### config.mk
export PLATFORM = sky130hd
export DESIGN_NAME = uart_cfg_ctrl
export DESIGN_NICKNAME = d
export VERILOG_FILES = /design/src/rtl/uart_cfg_pkg.sv /design/src/rtl/uart_cfg_timeout.sv /design/src/rtl/uart_cfg_ctrl.sv
export SDC_FILE = /design/constraint.sdc
export NUM_CORES = 1
export LEC_CHECK = 0
export CORE_AREA = 2 2 109 111
export CTS_CLUSTER_DIAMETER = 150
export DETAILED_ROUTE_END_ITERATION = 10
export DIE_AREA = 0 0 111 113
export MAX_ROUTING_LAYER = met4
export SYNTH_ARGS = -nofsm -noshare
export SYNTH_HDL_FRONTEND = slang
export SYNTH_HIERARCHICAL = 1
export SYNTH_SLANG_ARGS = --single-unit
### constraint.sdc
create_clock -name sys_clk -period 2.6 [get_ports sys_clk]
set_input_delay 0.26 -clock sys_clk [delete_from_list [all_inputs] [get_ports sys_clk]]
set_output_delay 0.26 -clock sys_clk [all_outputs]
set_load 0.02 [all_outputs]
### src/rtl/uart_cfg_pkg.sv
// rtl/uart_cfg_pkg.sv - shared types and constants for the UART configuration sequencer
// Purpose: FSM state encoding, register map, reset defaults and small helpers
//          used by uart_cfg_ctrl and uart_cfg_timeout.
// Ports:   none (package).
package uart_cfg_pkg;

    typedef enum logic [2:0] {
        ST_IDLE = 3'd0,
        ST_ADDR = 3'd1,
        ST_DHI  = 3'd2,
        ST_DLO  = 3'd3,
        ST_CSUM = 3'd4,
        ST_EXEC = 3'd5,
        ST_RESP = 3'd6
    } state_e;

    localparam int unsigned NUM_REGS = 4;

    localparam logic [7:0] ADDR_A = 8'h00;
    localparam logic [7:0] ADDR_B = 8'h01;
    localparam logic [7:0] ADDR_C = 8'h02;
    localparam logic [7:0] ADDR_D = 8'h03;

    localparam logic [7:0]  CFG_A_RST = 8'h08;
    localparam logic [15:0] CFG_B_RST = 16'h0000;
    localparam logic [15:0] CFG_C_RST = 16'h0000;
    localparam logic [7:0]  CFG_D_RST = 8'h00;

    // Saturating 8-bit increment for the error counter.
    function automatic logic [7:0] sat_inc8(input logic [7:0] v);
        return (v == 8'hFF) ? v : v + 8'd1;
    endfunction

    // One-hot register select; all-zero for an address outside the map.
    function automatic logic [NUM_REGS-1:0] addr_onehot(input logic [7:0] a);
        logic [NUM_REGS-1:0] oh;
        oh = '0;
        if (a <= ADDR_D) begin
            oh[a[1:0]] = 1'b1;
        end
        return oh;
    endfunction

endpackage

### src/rtl/uart_cfg_timeout.sv
// rtl/uart_cfg_timeout.sv - loadable inter-byte timeout down-counter
// Purpose: reloads to LOAD_VAL on clear, counts down while enabled and flags
//          expiry in the cycle the count sits at zero with enable high.
// Ports:   clk_i, rst_i (sync, active-high), clr_i (reload), en_i (count),
//          expire_o (timeout reached).
module uart_cfg_timeout #(
    parameter int unsigned CW       = 16,
    parameter int unsigned LOAD_VAL = 49999
) (
    input  logic clk_i,
    input  logic rst_i,
    input  logic clr_i,
    input  logic en_i,
    output logic expire_o
);

    logic [CW-1:0] cnt_q;

    always_ff @(posedge clk_i) begin
        if (rst_i || clr_i) begin
            cnt_q <= CW'(LOAD_VAL);
        end else if (en_i && (cnt_q != '0)) begin
            cnt_q <= cnt_q - 1'b1;
        end
    end

    assign expire_o = en_i && (cnt_q == '0);

endmodule

### src/rtl/uart_cfg_ctrl.sv
// rtl/uart_cfg_ctrl.sv - UART command sequencer writing DDS configuration registers
// Purpose: frames HDR/ADDR/D_HI/D_LO[/CSUM] write packets from the UART byte
//          stream, updates one of four config registers, answers ACK/NAK.
// Build option: UART_CFG_CSUM_EN defined -> 5-byte packet with XOR checksum;
//               undefined -> 4-byte packet, only the address range is checked.
// Ports:   sys_clk, sys_rst (sync, active-high); rx_data/rx_done byte input;
//          tx_data/tx_valid/tx_ready response handshake; cfg_a..cfg_d register
//          outputs; cfg_upd one-hot write pulse; busy; err_cnt (saturating).
module uart_cfg_ctrl
    import uart_cfg_pkg::*;
#(
    parameter int unsigned TIMEOUT_CYC = 50000,
    parameter logic [7:0]  HDR_BYTE    = 8'hA5,
    parameter logic [7:0]  ACK_BYTE    = 8'h06,
    parameter logic [7:0]  NAK_BYTE    = 8'h15
) (
    input  logic        sys_clk,
    input  logic        sys_rst,
    input  logic [7:0]  rx_data,
    input  logic        rx_done,
    output logic [7:0]  tx_data,
    output logic        tx_valid,
    input  logic        tx_ready,
    output logic [7:0]  cfg_a,
    output logic [15:0] cfg_b,
    output logic [15:0] cfg_c,
    output logic [7:0]  cfg_d,
    output logic [3:0]  cfg_upd,
    output logic        busy,
    output logic [7:0]  err_cnt
);

    localparam int unsigned TO_CW = $clog2(TIMEOUT_CYC);

    state_e              state_q;
    logic [7:0]          addr_q;
    logic [7:0]          dhi_q;
    logic [7:0]          dlo_q;
    logic [NUM_REGS-1:0] upd_q;
    logic [7:0]          tx_data_q;
    logic                tx_valid_q;
    logic [7:0]          err_q;
    logic [7:0]          cfg_a_q;
    logic [15:0]         cfg_b_q;
    logic [15:0]         cfg_c_q;
    logic [7:0]          cfg_d_q;
`ifdef UART_CFG_CSUM_EN
    logic [7:0]          csum_q;
`endif

    logic                counting;
    logic                expire;
    logic [NUM_REGS-1:0] upd_d;

    // upd_d is evaluated on the last byte of the packet; a non-zero value
    // means the packet is accepted, so EXEC only has to look at upd_q.
    always_comb begin
        counting = 1'b0;
        upd_d    = addr_onehot(addr_q);
`ifdef UART_CFG_CSUM_EN
        counting = (state_q == ST_ADDR) || (state_q == ST_DHI) ||
                   (state_q == ST_DLO)  || (state_q == ST_CSUM);
        if (csum_q != rx_data) begin
            upd_d = '0;
        end
`else
        counting = (state_q == ST_ADDR) || (state_q == ST_DHI) ||
                   (state_q == ST_DLO);
`endif
    end

    uart_cfg_timeout #(
        .CW       (TO_CW),
        .LOAD_VAL (TIMEOUT_CYC - 1)
    ) u_timeout (
        .clk_i    (sys_clk),
        .rst_i    (sys_rst),
        .clr_i    (rx_done || !counting),
        .en_i     (counting && !rx_done),
        .expire_o (expire)
    );

    always_ff @(posedge sys_clk) begin
        if (sys_rst) begin
            state_q    <= ST_IDLE;
            addr_q     <= '0;
            dhi_q      <= '0;
            dlo_q      <= '0;
            upd_q      <= '0;
            tx_data_q  <= '0;
            tx_valid_q <= 1'b0;
            err_q      <= '0;
            cfg_a_q    <= CFG_A_RST;
            cfg_b_q    <= CFG_B_RST;
            cfg_c_q    <= CFG_C_RST;
            cfg_d_q    <= CFG_D_RST;
`ifdef UART_CFG_CSUM_EN
            csum_q     <= '0;
`endif
        end else begin
            case (state_q)
                ST_IDLE: begin
                    if (rx_done && (rx_data == HDR_BYTE)) begin
                        state_q <= ST_ADDR;
`ifdef UART_CFG_CSUM_EN
                        csum_q  <= rx_data;
`endif
                    end
                end
                ST_ADDR: begin
                    if (rx_done) begin
                        addr_q  <= rx_data;
                        state_q <= ST_DHI;
`ifdef UART_CFG_CSUM_EN
                        csum_q  <= csum_q ^ rx_data;
`endif
                    end else if (expire) begin
                        err_q   <= sat_inc8(err_q);
                        state_q <= ST_IDLE;
                    end
                end
                ST_DHI: begin
                    if (rx_done) begin
                        dhi_q   <= rx_data;
                        state_q <= ST_DLO;
`ifdef UART_CFG_CSUM_EN
                        csum_q  <= csum_q ^ rx_data;
`endif
                    end else if (expire) begin
                        err_q   <= sat_inc8(err_q);
                        state_q <= ST_IDLE;
                    end
                end
                ST_DLO: begin
                    if (rx_done) begin
                        dlo_q   <= rx_data;
`ifdef UART_CFG_CSUM_EN
                        csum_q  <= csum_q ^ rx_data;
                        state_q <= ST_CSUM;
`else
                        upd_q   <= upd_d;
                        state_q <= ST_EXEC;
`endif
                    end else if (expire) begin
                        err_q   <= sat_inc8(err_q);
                        state_q <= ST_IDLE;
                    end
                end
`ifdef UART_CFG_CSUM_EN
                ST_CSUM: begin
                    if (rx_done) begin
                        upd_q   <= upd_d;
                        state_q <= ST_EXEC;
                    end else if (expire) begin
                        err_q   <= sat_inc8(err_q);
                        state_q <= ST_IDLE;
                    end
                end
`endif
                ST_EXEC: begin
                    // Register write lands on the edge that ends the upd pulse.
                    upd_q      <= '0;
                    tx_valid_q <= 1'b1;
                    state_q    <= ST_RESP;
                    if (upd_q != '0) begin
                        tx_data_q <= ACK_BYTE;
                        if (upd_q[0]) cfg_a_q <= dlo_q;
                        if (upd_q[1]) cfg_b_q <= {dhi_q, dlo_q};
                        if (upd_q[2]) cfg_c_q <= {dhi_q, dlo_q};
                        if (upd_q[3]) cfg_d_q <= dlo_q;
                    end else begin
                        tx_data_q <= NAK_BYTE;
                        err_q     <= sat_inc8(err_q);
                    end
                end
                ST_RESP: begin
                    if (tx_ready) begin
                        tx_valid_q <= 1'b0;
                        state_q    <= ST_IDLE;
                    end
                end
                default: begin
                    state_q <= ST_IDLE;
                end
            endcase
        end
    end

    assign tx_data  = tx_data_q;
    assign tx_valid = tx_valid_q;
    assign cfg_a    = cfg_a_q;
    assign cfg_b    = cfg_b_q;
    assign cfg_c    = cfg_c_q;
    assign cfg_d    = cfg_d_q;
    assign cfg_upd  = upd_q;
    assign busy     = (state_q != ST_IDLE);
    assign err_cnt  = err_q;

endmodule

==> metrics.csv <==
metric,value,unit
max_vdd_drop,394,µV
postSynth.topFlopCell,sky130_fd_sc_hd__dfxtp_1,
leakage,0.00183,µW
setup.worst_path.end_class,flip-flop,
setup_violations,0,
finish.net_count,620,
placeableCoreArea,11300,µm²
ys.warnings.count,6,
fillerInstances,1118,
maxCapViolations,0,
grt_overflow_total,0,
syn-mean-instance-area,8.21,µm²
clkLatencyLatePin,0.33,ns
route.detailed.vias_per_inst,5.07,
cellPowerDensity,541,nW/µm²
synth_area,4420,µm²
tritoncts,done,
remaining_drc_errors,0,
design.portCount,82,
die_height,113,µm
port_buffers,77,
post_cts_resize_count,0,
grt_start_max_net_pins,65,
timing.critical_path.fanout_max,5,
insertedDiodeCount,0,
cts.clk_slew.worst_paths,0.07,ns
antenna_found_initial,0,
gp_routability_congestion,0.835,
slew_headroom,60.6,%
row_count,39,
cts_setup_buffers,0,
post_cts_hold_buffer_count,0,
finalCriticalPeriod,2.32,ns
postSynthRegisterBits,107,
post_route_cells_drive_above_1_share,6.89,%
data_arrival_time_of_the_critical_path,2.55,ns
routed_wirelength,10400,µm
fin_worst_skew,0.00549,ns
type_of_the_worst_setup_path,reg -> reg,
synthToLayoutAreaGrowth,26.1,%
worst_setup_path_start_kind,flip-flop,
die_area,12500,µm²
timing_hold_violations_final,0,
run_status,"finished, final reports clean",
placement.setup.worst_slack,0.0774,ns
period_share,89.2,%
synth_enable_flop_cells,0,
grt_pass1_wl,17100,µm
htreeDepth,3,
clk_root_buffer_cell,sky130_fd_sc_hd__clkbuf_16,
numClockSinks,107,
detailroute.via_count,3818,
dp_hpwl,7430,µm
finalWorstSetupSlack,0.282,ns
syn_inst,539,
count_of_unique_library_cells_instantiated_by_yosys,58,
detail_route.wl_per_cell,13.8,µm
drt-initial-drc-count,257,
synth-seq-area-share,48.4,%
finalSetupTns,0,ns
dieWidth,111,µm
clock_tree.buffer_depth,2,
initial_core_util,39.2,%
worst-endpoint-required,2.83,ns
drt_first_pass_iters,5,
fmax,431,MHz
route.antenna.remaining_nets,0,
hold_path.class,in -> reg,
asyncSetResetFlopFracSynth,0,%
vias_in_the_first_global_route,3463,
cts_inserted_buffers,9,
maxSlewViolCount,0,
worst-slew-pin-transition,0.592,ns
grt_setup_unrepaired,no,
tot_gr_track_use,17.1,%
## layout make-up
cell class,instances,area (µm²),area share (%)
Inverter,9,33.8,0.606
Clock inverter,5,53.8,0.965
Tap cell,143,179,3.21
Sequential cell,107,2140,38.4
Multi-Input combinational cell,391,2080,37.3
Timing Repair Buffer,88,861,15.4
Clock buffer,10,229,4.10
## layout by cell type (no fill, tap or decap), types with 3 or more instances in the layout
master,Yosys,routed
sky130_fd_sc_hd__or3_1,3,3
sky130_fd_sc_hd__nor2_1,23,22
sky130_fd_sc_hd__and3_1,3,3
sky130_fd_sc_hd__o31ai_1,9,9
sky130_fd_sc_hd__nand3b_1,4,4
sky130_fd_sc_hd__dfxtp_1,107,107
sky130_fd_sc_hd__nor3_1,8,8
sky130_fd_sc_hd__a221oi_1,3,3
sky130_fd_sc_hd__and2_1,6,6
sky130_fd_sc_hd__nor4_4,3,3
sky130_fd_sc_hd__a21oi_1,85,85
sky130_fd_sc_hd__nor4_1,4,4
sky130_fd_sc_hd__nand2b_1,3,3
sky130_fd_sc_hd__nand3_1,8,8
sky130_fd_sc_hd__nor2b_1,4,4
sky130_fd_sc_hd__clkbuf_16,0,9
sky130_fd_sc_hd__mux2i_1,3,3
sky130_fd_sc_hd__clkdlybuf4s50_1,0,76
sky130_fd_sc_hd__xnor2_1,4,4
sky130_fd_sc_hd__inv_1,9,9
sky130_fd_sc_hd__or4_1,4,4
sky130_fd_sc_hd__buf_4,8,10
sky130_fd_sc_hd__conb_1,1,4
sky130_fd_sc_hd__and4_1,3,3
sky130_fd_sc_hd__clkinv_2,0,3
sky130_fd_sc_hd__nand2_1,163,163
sky130_fd_sc_hd__o21ai_0,3,3
## worst max-delay path, cell delays in order (launching register included)
cell,delay [ns]
sky130_fd_sc_hd__dfxtp_1,0.33
sky130_fd_sc_hd__inv_1,0.06
sky130_fd_sc_hd__ha_1,0.23
sky130_fd_sc_hd__nor4b_4,0.33
sky130_fd_sc_hd__nand4_1,0.19
sky130_fd_sc_hd__nor2_2,0.14
sky130_fd_sc_hd__nor2b_1,0.17
sky130_fd_sc_hd__o211ai_2,0.17
sky130_fd_sc_hd__nor4_4,0.31
sky130_fd_sc_hd__a21oi_1,0.11
sky130_fd_sc_hd__o21ba_1,0.18
## stage by stage
| step | area [µm²] | hold WS (ns) | instances | total power (µW) | util [%] |
|---|---|---|---|---|---|
| after floorplan | 4430 | 0.396 | 542 | 1710 | - |
| after global placement | 5290 | 0.442 | 738 | 1740 | 47.0 |
| after detailed placement | 5290 | 0.448 | 738 | 1740 | 47.0 |
| after CTS | 5580 | 0.387 | 753 | 3060 | 49.5 |
| after global routing | 5580 | 0.405 | 753 | 3140 | 49.5 |
| final | 5580 | 0.385 | 753 | 3020 | 49.5 |
## Yosys cell counts, types with 3 or more instances
master / count / area, µm²
sky130_fd_sc_hd__nand2_1: 163 / 612
sky130_fd_sc_hd__dfxtp_1: 107 / 2140
sky130_fd_sc_hd__a21oi_1: 85 / 425
sky130_fd_sc_hd__nor2_1: 23 / 86.3
sky130_fd_sc_hd__clkbuf_1: 16 / 60.1
sky130_fd_sc_hd__inv_1: 9 / 33.8
sky130_fd_sc_hd__o31ai_1: 9 / 67.6
sky130_fd_sc_hd__buf_4: 8 / 60.1
sky130_fd_sc_hd__nand3_1: 8 / 40.0
sky130_fd_sc_hd__nor3_1: 8 / 40.0
sky130_fd_sc_hd__buf_2: 7 / 35.0
sky130_fd_sc_hd__and2_1: 6 / 37.5
sky130_fd_sc_hd__nand3b_1: 4 / 30.0
sky130_fd_sc_hd__nor2b_1: 4 / 25.0
sky130_fd_sc_hd__nor4_1: 4 / 25.0
sky130_fd_sc_hd__or4_1: 4 / 30.0
sky130_fd_sc_hd__xnor2_1: 4 / 35.0
sky130_fd_sc_hd__a221oi_1: 3 / 26.3
sky130_fd_sc_hd__and3_1: 3 / 18.8
sky130_fd_sc_hd__and4_1: 3 / 26.3
sky130_fd_sc_hd__mux2i_1: 3 / 30.0
sky130_fd_sc_hd__nand2b_1: 3 / 18.8
sky130_fd_sc_hd__nor4_4: 3 / 63.8
sky130_fd_sc_hd__o21ai_0: 3 / 15.0
sky130_fd_sc_hd__or3_1: 3 / 18.8
## registers in the layout, summed over array words and instances, names as in the netlist
name	cells
addr_q	8
cfg_a	8
cfg_b	16
cfg_c	16
cfg_d	8
cfg_upd	4
dhi_q	8
dlo_q	8
err_cnt	8
state_q	3
tx_data	3
tx_valid	1
u_timeout/cnt_q	16
## power breakdown
group          internal (µW)  switching (µW)  leakage (µW)  total, µW
Clock                    740             575      0.000142       1320
Sequential              1640          0.0557      0.000862       1640
Combinational           21.8            42.6      0.000828       64.5
Total                   2400             618       0.00183       3020
## metal layers
layer / wire length (µm) / share of wire [%] / track usage (%)
met1: 4890 / 47 / 22.4
met2: 4890 / 47 / 27.7
met5: 0 / 0 / -
met4: 131 / 1.3 / 5.92
met3: 500 / 4.8 / 2.04
## logic make-up after synthesis
kind of cell             Yosys count  synth area share (%)
AND/OR/NAND/NOR                  258                  28.7
AO/OA/AOI/OAI                    120                  15.9
flip-flops                       107                  48.4
buffers and inverters             44                  4.87
XOR/XNOR                           4                 0.792
multiplexers                       3                 0.679
adder cells (fa/ha/maj)            2                 0.566
other                              1                0.0848
## final timing paths
path | start | end | slack (ns) | cells past startpoint
setup / recovery | u_timeout/cnt_q[0]$_SDFFE_PP1P_ | err_cnt[5]$_SDFFE_PP0P_ | 0.28 | 10
hold / removal | sys_rst | err_cnt[3]$_SDFFE_PP0P_ | 0.39 | 2
setup reg to reg | u_timeout/cnt_q[0]$_SDFFE_PP1P_ | err_cnt[5]$_SDFFE_PP0P_ | 0.28 | 10
hold reg to reg | cfg_c[13]$_SDFFE_PP0P_ | cfg_c[13]$_SDFFE_PP0P_ | 0.45 | 2
Power figures use the tool's default switching activity.
